## config.mk

```make
export PLATFORM = sky130hd
export DESIGN_NAME = irr_multi_mode
export DESIGN_NICKNAME = d
export VERILOG_FILES = /design/src/rtl/pic_pkg.sv /design/src/rtl/irr_channel.sv /design/src/rtl/irr_multi_mode.sv
export SDC_FILE = /design/constraint.sdc
export NUM_CORES = 1
export LEC_CHECK = 0
export CAP_MARGIN = 25
export CORE_UTILIZATION = 51
export CTS_CLUSTER_DIAMETER = 80
export CTS_CLUSTER_SIZE = 20
export DETAILED_ROUTE_END_ITERATION = 10
export GPL_ROUTABILITY_DRIVEN = 1
export PLACE_DENSITY = 0.79
export SLEW_MARGIN = 25
export SYNTH_ARGS = -nofsm -noshare
export SYNTH_HDL_FRONTEND = slang
export SYNTH_HIERARCHICAL = 1
export SYNTH_SLANG_ARGS = --single-unit
```

## constraint.sdc

```tcl
create_clock -name clk -period 1.6 [get_ports clk]
set_clock_uncertainty 0.15 [all_clocks]
set_input_delay 0.32 -clock clk [delete_from_list [all_inputs] [get_ports clk]]
set_output_delay 0.32 -clock clk [all_outputs]
set_load 0.02 [all_outputs]
```

## src/rtl/pic_pkg.sv

```systemverilog
// Shared constants for the PIC request path: default sizes, ID width
// derivation and the trigger-mode encodings also used by the ICW1 decoder.
package pic_pkg;

    localparam int NUM_IRQ_DEF     = 8;
    localparam int SYNC_STAGES_DEF = 2;

    // Trigger mode of one channel, as carried on ltim[i].
    typedef enum logic {
        LTIM_EDGE  = 1'b0,
        LTIM_LEVEL = 1'b1
    } ltim_mode_e;

    // Width needed to name any of n channels (never narrower than 1 bit).
    function automatic int calc_id_w(input int n);
        return (n > 1) ? $clog2(n) : 1;
    endfunction

endpackage

```

## src/rtl/irr_channel.sv

```systemverilog
// One request channel: synchroniser, edge detector, trigger-mode history
// and the irr bit itself.
module irr_channel
    import pic_pkg::*;
#(
    parameter int SYNC_STAGES = SYNC_STAGES_DEF
) (
    input  logic clk,
    input  logic reset_n,
    input  logic ir_in,
    input  logic ltim,
    input  logic clr,
    output logic irr
);

    logic [SYNC_STAGES-1:0] sync_q, sync_d;
    // vld_q[k] marks that sync_q[k] (or prev for k = SYNC_STAGES) holds a
    // real sample taken after reset rather than the reset zero. Without it a
    // line held high through reset would look like a fresh rising edge once
    // the chain refills.
    logic [SYNC_STAGES:0]   vld_q, vld_d;
    logic                   prev_q, prev_d;
    logic                   ltim_hist_q, ltim_hist_d;
    logic                   irr_q, irr_d;
    logic                   s, rise, mode_chg;

    // Next-state: shift the synchroniser, detect edges, apply mode rules.
    always_comb begin
        s           = sync_q[SYNC_STAGES-1];
        rise        = s & ~prev_q & vld_q[SYNC_STAGES];
        mode_chg    = (ltim != ltim_hist_q);
        sync_d      = {sync_q[SYNC_STAGES-2:0], ir_in};
        vld_d       = {vld_q[SYNC_STAGES-1:0], 1'b1};
        prev_d      = s;
        ltim_hist_d = ltim;
        irr_d       = irr_q;
        if (mode_chg) begin
            // Reload on a mode switch; a line already high gives no edge.
            irr_d = (ltim == LTIM_LEVEL) ? s : 1'b0;
        end else if (ltim == LTIM_LEVEL) begin
            irr_d = s;
        end else if (rise) begin
            irr_d = 1'b1;       // a new edge beats a same-cycle ack
        end else if (clr) begin
            irr_d = 1'b0;
        end
    end

    // State registers; the mode history tracks ltim even during reset.
    always_ff @(posedge clk) begin
        if (!reset_n) begin
            sync_q      <= '0;
            vld_q       <= '0;
            prev_q      <= 1'b0;
            ltim_hist_q <= ltim;
            irr_q       <= 1'b0;
        end else begin
            sync_q      <= sync_d;
            vld_q       <= vld_d;
            prev_q      <= prev_d;
            ltim_hist_q <= ltim_hist_d;
            irr_q       <= irr_d;
        end
    end

    assign irr = irr_q;

endmodule

```

## src/rtl/irr_multi_mode.sv

```systemverilog
// Interrupt request register: per-channel capture, acknowledge decode and a
// registered fixed-priority (channel 0 highest) pending/ID pair.
module irr_multi_mode
    import pic_pkg::*;
#(
    parameter  int NUM_IRQ     = NUM_IRQ_DEF,
    parameter  int SYNC_STAGES = SYNC_STAGES_DEF,
    localparam int ID_W        = calc_id_w(NUM_IRQ)
) (
    input  logic               clk,
    input  logic               reset_n,
    input  logic [NUM_IRQ-1:0] ir_in,
    input  logic [NUM_IRQ-1:0] ltim,
    input  logic [NUM_IRQ-1:0] imr,
    input  logic               ack_valid,
    input  logic [ID_W-1:0]    ack_id,
    output logic [NUM_IRQ-1:0] irr,
    output logic               irq_pending,
    output logic [ID_W-1:0]    highest_id
);

    logic [NUM_IRQ-1:0] clr;
    logic [NUM_IRQ-1:0] pend;
    logic               pending_q, pending_d;
    logic [ID_W-1:0]    id_q, id_d;

    // Ack decode: IDs at or above NUM_IRQ match no channel and are dropped.
    for (genvar g = 0; g < NUM_IRQ; g++) begin : g_ch
        assign clr[g] = ack_valid && (ack_id == ID_W'(g));

        irr_channel #(
            .SYNC_STAGES (SYNC_STAGES)
        ) u_ch (
            .clk     (clk),
            .reset_n (reset_n),
            .ir_in   (ir_in[g]),
            .ltim    (ltim[g]),
            .clr     (clr[g]),
            .irr     (irr[g])
        );
    end

    // Priority encode of unmasked requests; lowest index wins.
    always_comb begin
        pend      = irr & ~imr;
        pending_d = |pend;
        id_d      = '0;
        for (int i = NUM_IRQ - 1; i >= 0; i--) begin
            if (pend[i]) id_d = ID_W'(i);
        end
    end

    // Register the encoder result so outputs carry no input-to-output path.
    always_ff @(posedge clk) begin
        if (!reset_n) begin
            pending_q <= 1'b0;
            id_q      <= '0;
        end else begin
            pending_q <= pending_d;
            id_q      <= id_d;
        end
    end

    assign irq_pending = pending_q;
    assign highest_id  = id_q;

endmodule

```

# After elaboration in Yosys (flattened, before gate mapping)
# Cells that the tools add are included.
[totals]
latch_bits = 0
ff_bits = 68
input_bits = 30
memories = 0
out_inout_bits = 12
mem_bits_ro = 0
ramBits = 0
[op_classes]
shifts = 0
reduce_logical = 21
n_eq_ne = 15
n_addsub = 0
muxes = 55
order_cmp = 0
multipliers = 0
bitwise = 27
div = 0
[op_table]
columns = ["cell", "n"]
rows = [
  ["1-bit two-way mux", 49],
  ["4-bit nonzero test", 8],
  ["1-bit bitwise AND", 16],
  ["3-bit == test (second input constant)", 4],
  ["3-bit two-way mux", 4],
  ["1-bit inverter", 9],
  ["8-bit bitwise AND", 1],
  ["1-bit logical AND", 8],
  ["1-bit inequality test", 8],
  ["8-bit inverter", 1],
  ["8-bit OR reduction", 1],
  ["3-bit by 2-bit == test with 1-bit output (second input constant)", 2],
  ["5-bit OR reduction", 1],
  ["2-bit two-way mux", 2],
  ["3-bit by 1-bit == test with 1-bit output (second input constant)", 1],
  ["3-bit logical NOT", 1],
  ["3-bit OR reduction", 1],
  ["2-bit OR reduction", 1],
]

# Depth between registers and ports, before layout
# Gate-level depths: netlist of run 1.
[logic_depth]
ltp_word = 9
ltp_mapped = 5
depth_no_buf = 5

# Hierarchy
# Netlist of run 1, hierarchy kept.
[modules_own_cells]
columns = ["mod", "cells_per_inst", "seq_area_each_um2", "area_each_um2", "instances"]
rows = [
  ["irr_channel", 18, 160.2, 232.7, 8],
  ["irr_multi_mode", 42, 80.1, 291.5, 1],
]

# Worst setup path before layout of run 1
# Ideal clock, no wire load.
[synth_path]
path_kind = "reg-to-reg"
startpoint = "register g_ch[2].u_ch.irr_q"
endpoint = "register pending_q, in the netlist irq_pending"
setup_ns = 0.125
path_slack_ns = 0.388
stages_incl_launch_ff = 4
t_arrival_ns = 0.937
required_time_ns = 1.325
path_buffers = 0
path_cell_list = "dfxtp_1 inv_2 o22ai_2 o41a_1"
[synth_between]
elab_chain_len = 2
[synth_lines]
columns = ["item", "line_no", "source"]
rows = [
  ["start, declared", "irr_channel.sv:24", "logic irr_q, irr_d;"],
  ["start signal, assigned", "irr_channel.sv:62", "irr_q <= irr_d;"],
  ["8-bit bitwise AND", "irr_multi_mode.sv:45", "pend = irr & ~imr;"],
  ["8-bit OR reduction", "irr_multi_mode.sv:46", "pending_d = |pend;"],
  ["end signal, assigned", "irr_multi_mode.sv:59", "pending_q <= pending_d;"],
  ["end, declared", "irr_multi_mode.sv:24", "logic pending_q, pending_d;"],
]
# No other way between the ends.
# A chain may end at the register's enable or synchronous reset.

# Worst setup path in the final report of run 1
[layout_path]
startpoint = "register g_ch[6].u_ch.irr_q"
endpoint = "output irr[6]"
[layout_lines]
columns = ["item", "line_no", "source"]
rows = [
  ["start, declared", "irr_channel.sv:24", ""],
  ["start signal, assigned", "irr_channel.sv:62", ""],
  ["end, declared", "irr_multi_mode.sv:17", "output logic [NUM_IRQ-1:0] irr,"],
]
# No word-level cell between the ends.

==> results.md, run 1 <==
* Vias in the first global route at 1477
* DR vias/cell at 4.64
* Die X at 67.0 um
* # rows at 23
* Post-Synth Simple-Gate Area at 0.309
* Routability cong. at 0.786
* Reg2Reg Launch Point: g_ch[7].u_ch/irr
* Initial Util at 0.534
* I/O pins at 42
* CTS buffer count at 9
* WP buf/inv at 1
* CP cell instances: dlygate4sd2_1
* Setup bufs post-CTS at 0
* Clock transition at path regs at 0.06 ns
* Setup TNS at 0 ns
* Post-route ant nets at 0
* Core Box Area at roughly 0.0040 mm2
* Crit Path Category: reg2out
* H-tree depth at 3
* Max_cap viols at 0
* Avg Inst Size Synth at 11.6 um2
* HPWL Detailed at 2.45 mm
* Synthesis-to-finish area growth at 32.1%
* Mapped Cells at 186
* Post-synthesis mux area share at 0
* Top delay family on crit path: flip-flops
* RSZ-0062 raised after global routing: false
* Clock period minus worst slack at 1.54 ns
* Final hold vios at 0
* Number of I/O port buffers at 41
* Worst hold path type: reg2reg
* Max Buffers Root-to-Sink at 2
* Run status: finished, final reports clean
* Static Leakage at 1.21 nW
* Worst-path fanout max at 4
* CTS tree: done
* # DRC at 0
* Die height at 67.0 um
* Worst-Skew Late Latency at 0.33 ns
* Largest net degree at the start of global routing at 34
* Final Slew Violations at 0
* DRT Wirelength at 3.55 mm
* Hold_ws at 0.293 ns
* Placed Cells at 288
* Share of cells above drive strength 1 at 0.304
* Root Driver: clkbuf_8
* Global Route Usage Sum at 0.190
* Mapped Area at approximately 0.0022 mm2
* Largest family of logic cells by synthesized area: simple AND/OR/NAND/NOR gates
* Via count at around 1.4k
* First-pass GRT wire length at approximately 6 mm
* Setup-failing EPs final at 0
* Initial antenna violation count at 0
* Slew @ Worst Pin at approximately 0.27 ns
* Total power at 3.12 mW
* Worst Hold Launch: g_ch[6].u_ch/vld_q[1]
* WP data arrival at 1.07 ns
* Layout net count at approximately 280
* Filler cells at 311
* Hold buffer count at CTS at 0
* Iteration-0 DRC Markers at 83
* Max IR drop VDD at 633 uV
* CP startpoint: g_ch[6].u_ch/irr
* PD cells at 1100 mW/mm2
* Synth Area in Adders at 0
* Period utilisation layout at 0.960
* Worst rel slew slack at 0.821
* Yosys reg bits at 68
* Ys Warns at 6
* XOR/XNOR Fraction of Synth Area at 0
* Clk sinks at 68
* Synth cell types at 21
* Number of diodes at 0
* Synth Area in Compound Gates at 0.0523
* Syn_nets at roughly 220
* Critical path's largest stage delay at 0.38 ns
* Die footprint at 0.00449 mm2
* Slowest CP cell: dfxtp_1
* Register area share after synthesis at 0.632
* CP required at roughly 1.1 ns
* Crit. End Element: output port
* Gr ovfl total at 0
* Drt pass-1 iters at 4
* Startpoint type of the worst setup path: flop
* Fmax at 651 MHz
* Layout Cells excl Fill at a little over 300
* Avg WL per Cell at 11.7 um
[report_power, final]
| part | switching [mW] | total, mW | internal, mW |
|---|---|---|---|
| Clock | 0.565 | 1.11 | 0.547 |
| Combinational | 0.0822 | 0.220 | 0.138 |
| Sequential | 0.0220 | 1.79 | 1.77 |
| Total | 0.669 | 3.12 | 2.45 |
[logic make-up (layout without fill, tap and decap cells)]
| logic type | after synthesis | in the layout |
|---|---|---|
| AOI/OAI and AO/OA | 18 | 18 |
| buffers and inverters | 4 | 71 |
| DFF | 68 | 68 |
| and+or+nand+nor | 96 | 96 |
[through the flow]
step / util / area [um2] / worst slack (ns)
after global placement: 0.672 / 2710 / -0.105
after CTS: 0.706 / 2840 / 0.0530
after floorplan: - / 2150 / 0.388
after detailed placement: 0.672 / 2710 / -0.159
final: 0.706 / 2840 / 0.0647
after global routing: 0.706 / 2840 / 0.00281
[cells in the final DEF, fill, tap and decap left out]
cell type         n
buf_4            11
nor3b_1           8
o21ai_1           1
a31oi_1           1
nor2_1            8
inv_2             2
nand2b_1          5
and2_2           40
a2bb2oi_1         1
nor2b_1           1
clkbuf_1          3
nand2b_2          2
o32ai_1           1
o21ai_0          12
o41a_1            1
and2_1            1
nor3_1            3
inv_1             2
clkdlybuf4s50_1  29
dfxtp_1          68
clkbuf_8          9
nor4b_2           8
nand2_1          19
dlygate4sd2_1    12
nand2_2           1
o22ai_2           1
clkinv_2          3
[cell type report]
cell class / count / area, um2 / area share
Timing Repair Buffer: 52 / 478 / 0.168
Sequential cell: 68 / 1360 / 0.479
Inverter: 4 / 15.0 / 0.00528
Clock buffer: 12 / 135 / 0.0475
Clock inverter: 3 / 15.0 / 0.00528
Multi-Input combinational cell: 114 / 777 / 0.273
Tap cell: 50 / 62.6 / 0.0220
[Yosys cell counts, drive strengths merged]
cell type / n / share of area
dfxtp: 68 / 0.63
nand2: 20 / 0.036
a31oi: 1 / 0.0029
o21ai: 13 / 0.030
and2: 41 / 0.14
nor2b: 1 / 0.0029
a2bb2oi: 1 / 0.0041
o32ai: 1 / 0.0041
o41a: 1 / 0.0052
o22ai: 1 / 0.0058
inv: 4 / 0.0070
nor3b: 8 / 0.028
nor3: 3 / 0.0070
nand2b: 7 / 0.023
nor2: 8 / 0.014
nor4b: 8 / 0.056
[per-layer routing]
layer,routed length [um],global-route usage,up-vias
met5,0,0,-
met3,187,0.0531,9
li1,-,-,741
met2,1660,0.333,36
met1,1600,0.193,620
met4,104,0.128,0
[final timing paths]
| check | to | slack, ns | cells past startpoint |
|---|---|---|---|
| max | irr[6] | 0.06 | 1 |
| max reg2reg | irq_pending | 0.44 | 3 |
| min | g_ch[6].u_ch/vld_q[2] | 0.29 | 1 |
| min reg2reg | g_ch[6].u_ch/vld_q[2] | 0.29 | 1 |
[worst reg2reg max path, cell delays in order (launching register included)]
cell      delay, ns
dfxtp_1        0.33
nand2b_1       0.11
o21ai_1        0.09
o41a_1         0.36
[sequential cells by signal (all words and copies together), names as in the netlist]
| signal | cells |
|---|---|
| g_ch.u_ch/vld_q | 24 |
| g_ch.u_ch/sync_q | 16 |
| g_ch.u_ch/irr | 8 |
| g_ch.u_ch/ltim_hist_q | 8 |
| g_ch.u_ch/prev_q | 8 |
| highest_id | 3 |
| irq_pending | 1 |
[repair_timing]
item                                    4_1_cts  5_1_grt
endpoints found under the setup margin       12        0
resized for setup                            12        0
endpoints found under the hold margin         0        0
No activity file was read; power rests on OpenSTA's default activity.
==> inputs of run 2 (changes only) <==
--- a/config.mk
+++ b/config.mk
@@ -11,7 +11,9 @@
 export CTS_CLUSTER_SIZE = 20
 export DETAILED_ROUTE_END_ITERATION = 10
 export GPL_ROUTABILITY_DRIVEN = 1
+export GPL_TIMING_DRIVEN = 0
 export PLACE_DENSITY = 0.79
+export SKIP_CTS_REPAIR_TIMING = 1
 export SLEW_MARGIN = 25
 export SYNTH_ARGS = -nofsm -noshare
 export SYNTH_HDL_FRONTEND = slang
==> run 2 against run 1 <==
Final area is 0.57% higher. Largest power group unchanged. Setup slack better by 0.11 ns. Critical path depth stayed put. Total power is 4.6% higher. Sequential power hardly changed. Combinational power is 2% lower. Clock power is 14% higher. Utilization is 0.40 points higher.
==> results.md, run 2 (same netlist as run 1, synthesis figures left out) <==
* Run status: finished, final reports clean
* Final core occ at 0.710
* Max Buffers Root-to-Sink at 2
* Iteration-0 DRC Markers at 69
* Max IR drop VDD at approximately 760 uV
* Biggest regs: g_ch.u_ch/vld_q (24), g_ch.u_ch/sync_q (16)
* Multi-input logic area at 777 um2
* Layout net count at around 270
* Hold Path Stages at 1
* I/O pins at 42
* Max_cap viols at 0
* Filler cells at 300
* FF-to-FF End: irq_pending
* GRT Max-Usage Layer: met2
* Global Route Usage Sum at 0.177
* Fmax at 702 MHz
* Core Box Area at slightly above 0.004 mm2
* Sequential cell area at 0.00136 mm2
* CP required at 1.13 ns
* Largest register FFs at 24
* R2r setup slk at 0.41 ns
* Total power at 3.26 mW
* CTS tree: done
* M1 GR Usage at 0.210
* Post-route cell area at 0.00286 mm2
* Worst-path fanout max at 4
* H-tree depth at 3
* Via count at 1375
* Initial antenna violation count at 0
* Final hold vios at 0
* Worst-Skew Late Latency at 0.33 ns
* Slew @ Worst Pin at roughly 0.43 ns
* Worst rel slew slack at 0.714
* WP data arrival at 0.95 ns
* Startpoint type of the worst setup path: flop
* Placed cell areas at 0.00265 mm2
* Most frequent cells in the layout: dfxtp_1 (68), and2_2 (40), clkdlybuf4s50_1 (28)
* Routability cong. at about 0.74
* Biggest register: g_ch.u_ch/vld_q
* Largest net degree at the start of global routing at 34
* Most common cell after layout, fill and taps aside: dfxtp_1
* Initial Util at 0.534
* Die footprint at 0.00449 mm2
* Number of I/O port buffers at 41
* Avg WL per Cell at 11.8 um
* Die X at 67.0 um
* Setup-failing EPs final at 0
* Gr ovfl total at 0
* Root Driver: clkbuf_8
* # DRC at 0
* Post-route ant nets at 0
* Slowest CP cell: dfxtp_1
* Clock transition at path regs at 0.06 ns
* Drt pass-1 iters at 4
* Reg2Reg Launch Point: g_ch[7].u_ch/irr
* Crit path capture: irr[6]
* CTS buffer count at 9
* Die height at 67.0 um
* Crit Path Category: reg2out
* Layout Cells excl Fill at 294
* Met2 usage at 0.261
* Met3 usage at 0.0531
* R2R cell count at 3
* Placed Cells at about 280
* Period utilisation layout at 0.890
* First-pass GRT wire length at 5.46 mm
* Critical path's largest stage delay at 0.37 ns
* Vias in the first global route at 1238
* HPWL Detailed at 2.35 mm
* RSZ-0062 raised after global routing: false
* Share of cells above drive strength 1 at 0.283
* Crit. End Element: output port
* Worst hold path type: in2reg
* Number of diodes at 0
* DRT Wirelength at 3.48 mm
* Static Leakage at 1.35 nW
* PD cells at 1140 mW/mm2
* DR vias/cell at 4.68
* CP cell instances: dlymetal6s2s_1
* Final Slew Violations at 0
* CP startpoint: g_ch[6].u_ch/irr
* Synthesis-to-finish area growth at 32.8%
* Clock period minus worst slack at 1.42 ns
* # rows at 23
* Hold_ws at 0.201 ns
* Top delay family on crit path: flip-flops
* WP buf/inv at 1
* Crit path depth at 1
* Clk sinks at 68
-- run 2: changes by cell type in the layout (fill, tap and decap cells not counted) --
| cell | before | now |
|---|---|---|
| dlygate4sd2_1 | 12 | 0 |
| clkinv_2 | 3 | 1 |
| buf_16 | 0 | 1 |
| buf_2 | 0 | 1 |
| clkbuf_8 | 9 | 12 |
| buf_4 | 11 | 0 |
| clkdlybuf4s50_1 | 29 | 28 |
| dlymetal6s2s_1 | 0 | 12 |
-- run 2: area by class of cell --
type	count	area share
inverter	4	0.00525
tap	50	0.0219
clock buffer	15	0.0617
multi-input combinational	114	0.272
timing repair buffer	42	0.162
sequential	68	0.476
clock inverter	1	0.00175
-- run 2: layer usage --
| metal | part of all wire | up-vias |
|---|---|---|
| met3 | 0.058 | 5 |
| met2 | 0.45 | 37 |
| li1 | - | 721 |
| met1 | 0.48 | 612 |
| met5 | 0 | - |
| met4 | 0.013 | 0 |
-- run 2: per-stage QoR --
stage                     TNS, ns  worst slack, ns
after floorplan                 0            0.388
after global placement     -48.76            -1.00
after detailed placement   -0.568           -0.109
after CTS                   -2.07           -0.222
after global routing            0           0.0861
final                           0            0.176
-- run 2: power by group --
group / total [mW] / switching [mW] / leakage, nW / internal, mW
registers: 1.79 / 0.0209 / 0.562 / 1.76
clock network: 1.26 / 0.569 / 0.0937 / 0.690
logic: 0.216 / 0.0810 / 0.690 / 0.135
-- run 2: worst min path at each step --
stage | startpoint | end | slack [ns]
final | reset_n | g_ch[0].u_ch/vld_q[0] | 0.20
after global routing | reset_n | g_ch[2].u_ch/vld_q[0] | 0.21
after CTS | reset_n | g_ch[2].u_ch/vld_q[0] | 0.19
after detailed placement | g_ch[2].u_ch/sync_q[0] | g_ch[2].u_ch/sync_q[1] | 0.28
after global placement | g_ch[4].u_ch/sync_q[0] | g_ch[4].u_ch/sync_q[1] | 0.28
after floorplan | ltim[0] | g_ch[0].u_ch/ltim_hist_q | 0.20
==> inputs of run 3 (changes only) <==
--- a/config.mk
+++ b/config.mk
@@ -5,6 +5,7 @@
 export SDC_FILE = /design/constraint.sdc
 export NUM_CORES = 1
 export LEC_CHECK = 0
+export ABC_AREA = 1
 export CAP_MARGIN = 25
 export CORE_UTILIZATION = 51
 export CTS_CLUSTER_DIAMETER = 80
==> run 3 against run 2 <==
Combinational power rose by 5%. Global-route usage rose by 0.37 points. Die area rose by 2.5%. Sequential power barely moved. Sequential share of layout area fell by 1.5 points. First-iteration DRC count rose by 12%. Wire length rose by 5.1%. Maximum frequency fell by 4.1%. Area after synthesis rose by 2.6%. Final area rose by 3.3%. Via count rose by 19%.
==> results.md, run 3 <==
* Top-area cell type share of the netlist area at 0.616
* Top delay family on crit path: flip-flops
* Yosys reg bits at 68
* # DRC at 0
* Total power at 3.49 mW
* Largest register FFs at 24
* Synthesis-to-finish area growth at 33.8%
* Sequential cell area at approximately 0.0014 mm2
* Post-route ant nets at 0
* Register area share after synthesis at 0.616
* Initial Util at 0.540
* Mapped Cells at 272
* Multi-input logic area at 554 um2
* Worst Hold Launch: reset_n
* Die footprint at 0.00460 mm2
* Worst hold path type: in2reg
* Root Driver: clkbuf_8
* Final core occ at 0.723
* Setup-failing EPs final at 0
* R2R cell count at 4
* CTS tree: done
* Run status: finished, final reports clean
* Slowest CP cell: dfxtp_1
* Biggest register: g_ch.u_ch/vld_q
* Critical path's largest stage delay at 0.42 ns
* Startpoint type of the worst setup path: flop
* Synth area leaders: dfxtp_1 (62%), nand2_1 (13%), inv_1 (12%), nor2_1 (3.2%), nand4_1 (2.3%)
* Iteration-0 DRC Markers at between 70 and 80
* Setup WS pre-CTS at about 0.031 ns
* Worst-path fanout max at 3
* Max_cap viols at 0
* CP required at 1.13 ns
* Crit. End Element: output port
* Hold_ws at between 0.2 and 0.25 ns
* Most frequent cell after synthesis: nand2_1
* Die X at 67.8 um
* Max Buffers Root-to-Sink at 2
* Largest area contributor in the synthesized netlist: dfxtp_1
* Static Leakage at 1.81 nW
* HPWL Detailed at 2.55 mm
* Via count at 1630
* Clock transition at path regs at 0.07 ns
* Ys Warns at 6
* CTS buffer count at 9
* CP cell instances: dlymetal6s2s_1
* First-pass GRT wire length at between 5 and 6 mm
* Crit Path Category: reg2out
* Routability cong. at around 0.79
* Crit path depth at 1
* Commonest cells post-synth: nand2_1 (78), inv_1 (69), dfxtp_1 (68), nor2_1 (19), inv_2 (9)
* Worst rel slew slack at 0.690
* Gr ovfl total at 0
* Post-route cell area at 0.00296 mm2
* Reg2Reg Launch Point: g_ch[2].u_ch/irr
* Vias in the first global route at 1453
* # rows at 23
* Period utilisation layout at 0.928
* Share of cells above drive strength 1 at 0.109
* WP buf/inv at 1
* WP data arrival at 1.01 ns
* I/O pins at 42
* R2r setup slk at 0.53 ns
* Die height at 67.8 um
* Hold Path End: g_ch[0].u_ch/vld_q[0]
* Final hold vios at 0
* DRT Wirelength at approximately 3.7 mm
* Syn_nets at 302
* Slew @ Worst Pin at between 0.4 and 0.5 ns
* Core Box Area at 0.00409 mm2
* Async set-reset flop share out of synthesis at 0
* Max IR drop VDD at between 1000 and 1500 uV
* Mapped Area at 0.00221 mm2
* Synth cell types at 17
* Clock period minus worst slack at between 1 and 1.5 ns
* Biggest regs: g_ch.u_ch/vld_q (24), g_ch.u_ch/sync_q (16)
* Hold Path Stages at 1
* Filler cells at between 300 and 400
* Drt pass-1 iters at 4
* Fmax at 674 MHz
* PD cells at 1180 mW/mm2
* Worst-Skew Late Latency at 0.34 ns
* Most common cell after layout, fill and taps aside: nand2_1
* RSZ-0062 raised after global routing: false
* Global Route Usage Sum at 0.181
* Synth Flop Type: dfxtp_1
* Avg WL per Cell at 9.62 um
* Final Slew Violations at 0
* DR vias/cell at 4.29
* Avg Inst Size Synth at about 8.1 um2
* Number of I/O port buffers at 41
* Post-synth EDFFs at 0
* Largest net degree at the start of global routing at 35
* H-tree depth at 3
* Placed cell areas at 0.00270 mm2
* Number of diodes at 0
* FF-to-FF End: highest_id[2]
* Worst setup margin at roughly 0.12 ns
* Initial antenna violation count at 0
* Layout net count at 355
* Most frequent cells in the layout: nand2_1 (78), inv_1 (69), dfxtp_1 (68)
* Clk sinks at 68
[run 3: changes by cell type after synthesis, sizes merged, moves of 12 or more]
cell / previous run / this run
and2: 41 / 0
o21ai: 13 / 1
inv: 4 / 78
nor2: 8 / 21
nand2: 20 / 82
[run 3: layout make-up]
type / instances / share of cell area
clock inverter: 3 / 0.0144
inverter: 78 / 0.0991
multi-input combinational: 126 / 0.188
tap: 50 / 0.0212
sequential: 68 / 0.461
timing repair buffer: 42 / 0.157
clock buffer: 13 / 0.0605
[run 3: logic make-up after synthesis]
group / Yosys count / synth area share
compound gates: 4 / 0.0113
simple gates: 122 / 0.240
buf+inv: 78 / 0.133
flops: 68 / 0.616
[run 3: how the worst max path moves through the flow]
stage,from,endpoint,slack [ns]
final,g_ch[2].u_ch/irr,irr[2],0.12
after global routing,g_ch[4].u_ch/irr,irr[4],0.08
after CTS,g_ch[2].u_ch/irr,irr[2],-0.27
after detailed placement,ack_id[0],g_ch[2].u_ch/irr,0.03
after global placement,reset_n,highest_id[1],-1.34
after floorplan,g_ch[7].u_ch/irr,highest_id[0],0.47
[run 3: where the power goes]
part	switching [mW]	internal [mW]	total, mW	leakage (nW)
registers	0.0200	1.77	1.79	0.562
logic	0.111	0.116	0.227	1.14
clock network	0.595	0.887	1.48	0.112
total	0.726	2.77	3.49	1.81
[run 3: per-stage QoR]
step                cells  setup TNS (ns)
floorplan             272               0
global placement      363          -55.67
detailed placement    364               0
CTS                   380           -2.25
global route          380               0
finish                380               0
[run 3: layer usage]
layer  GRT usage  vias to the layer above  part of all wire
met2       0.298                       41              0.46
met1       0.181                      695              0.44
li1            -                      886                 -
met3      0.0743                        8             0.076
met5           0                        -                 0
met4       0.133                        0             0.021
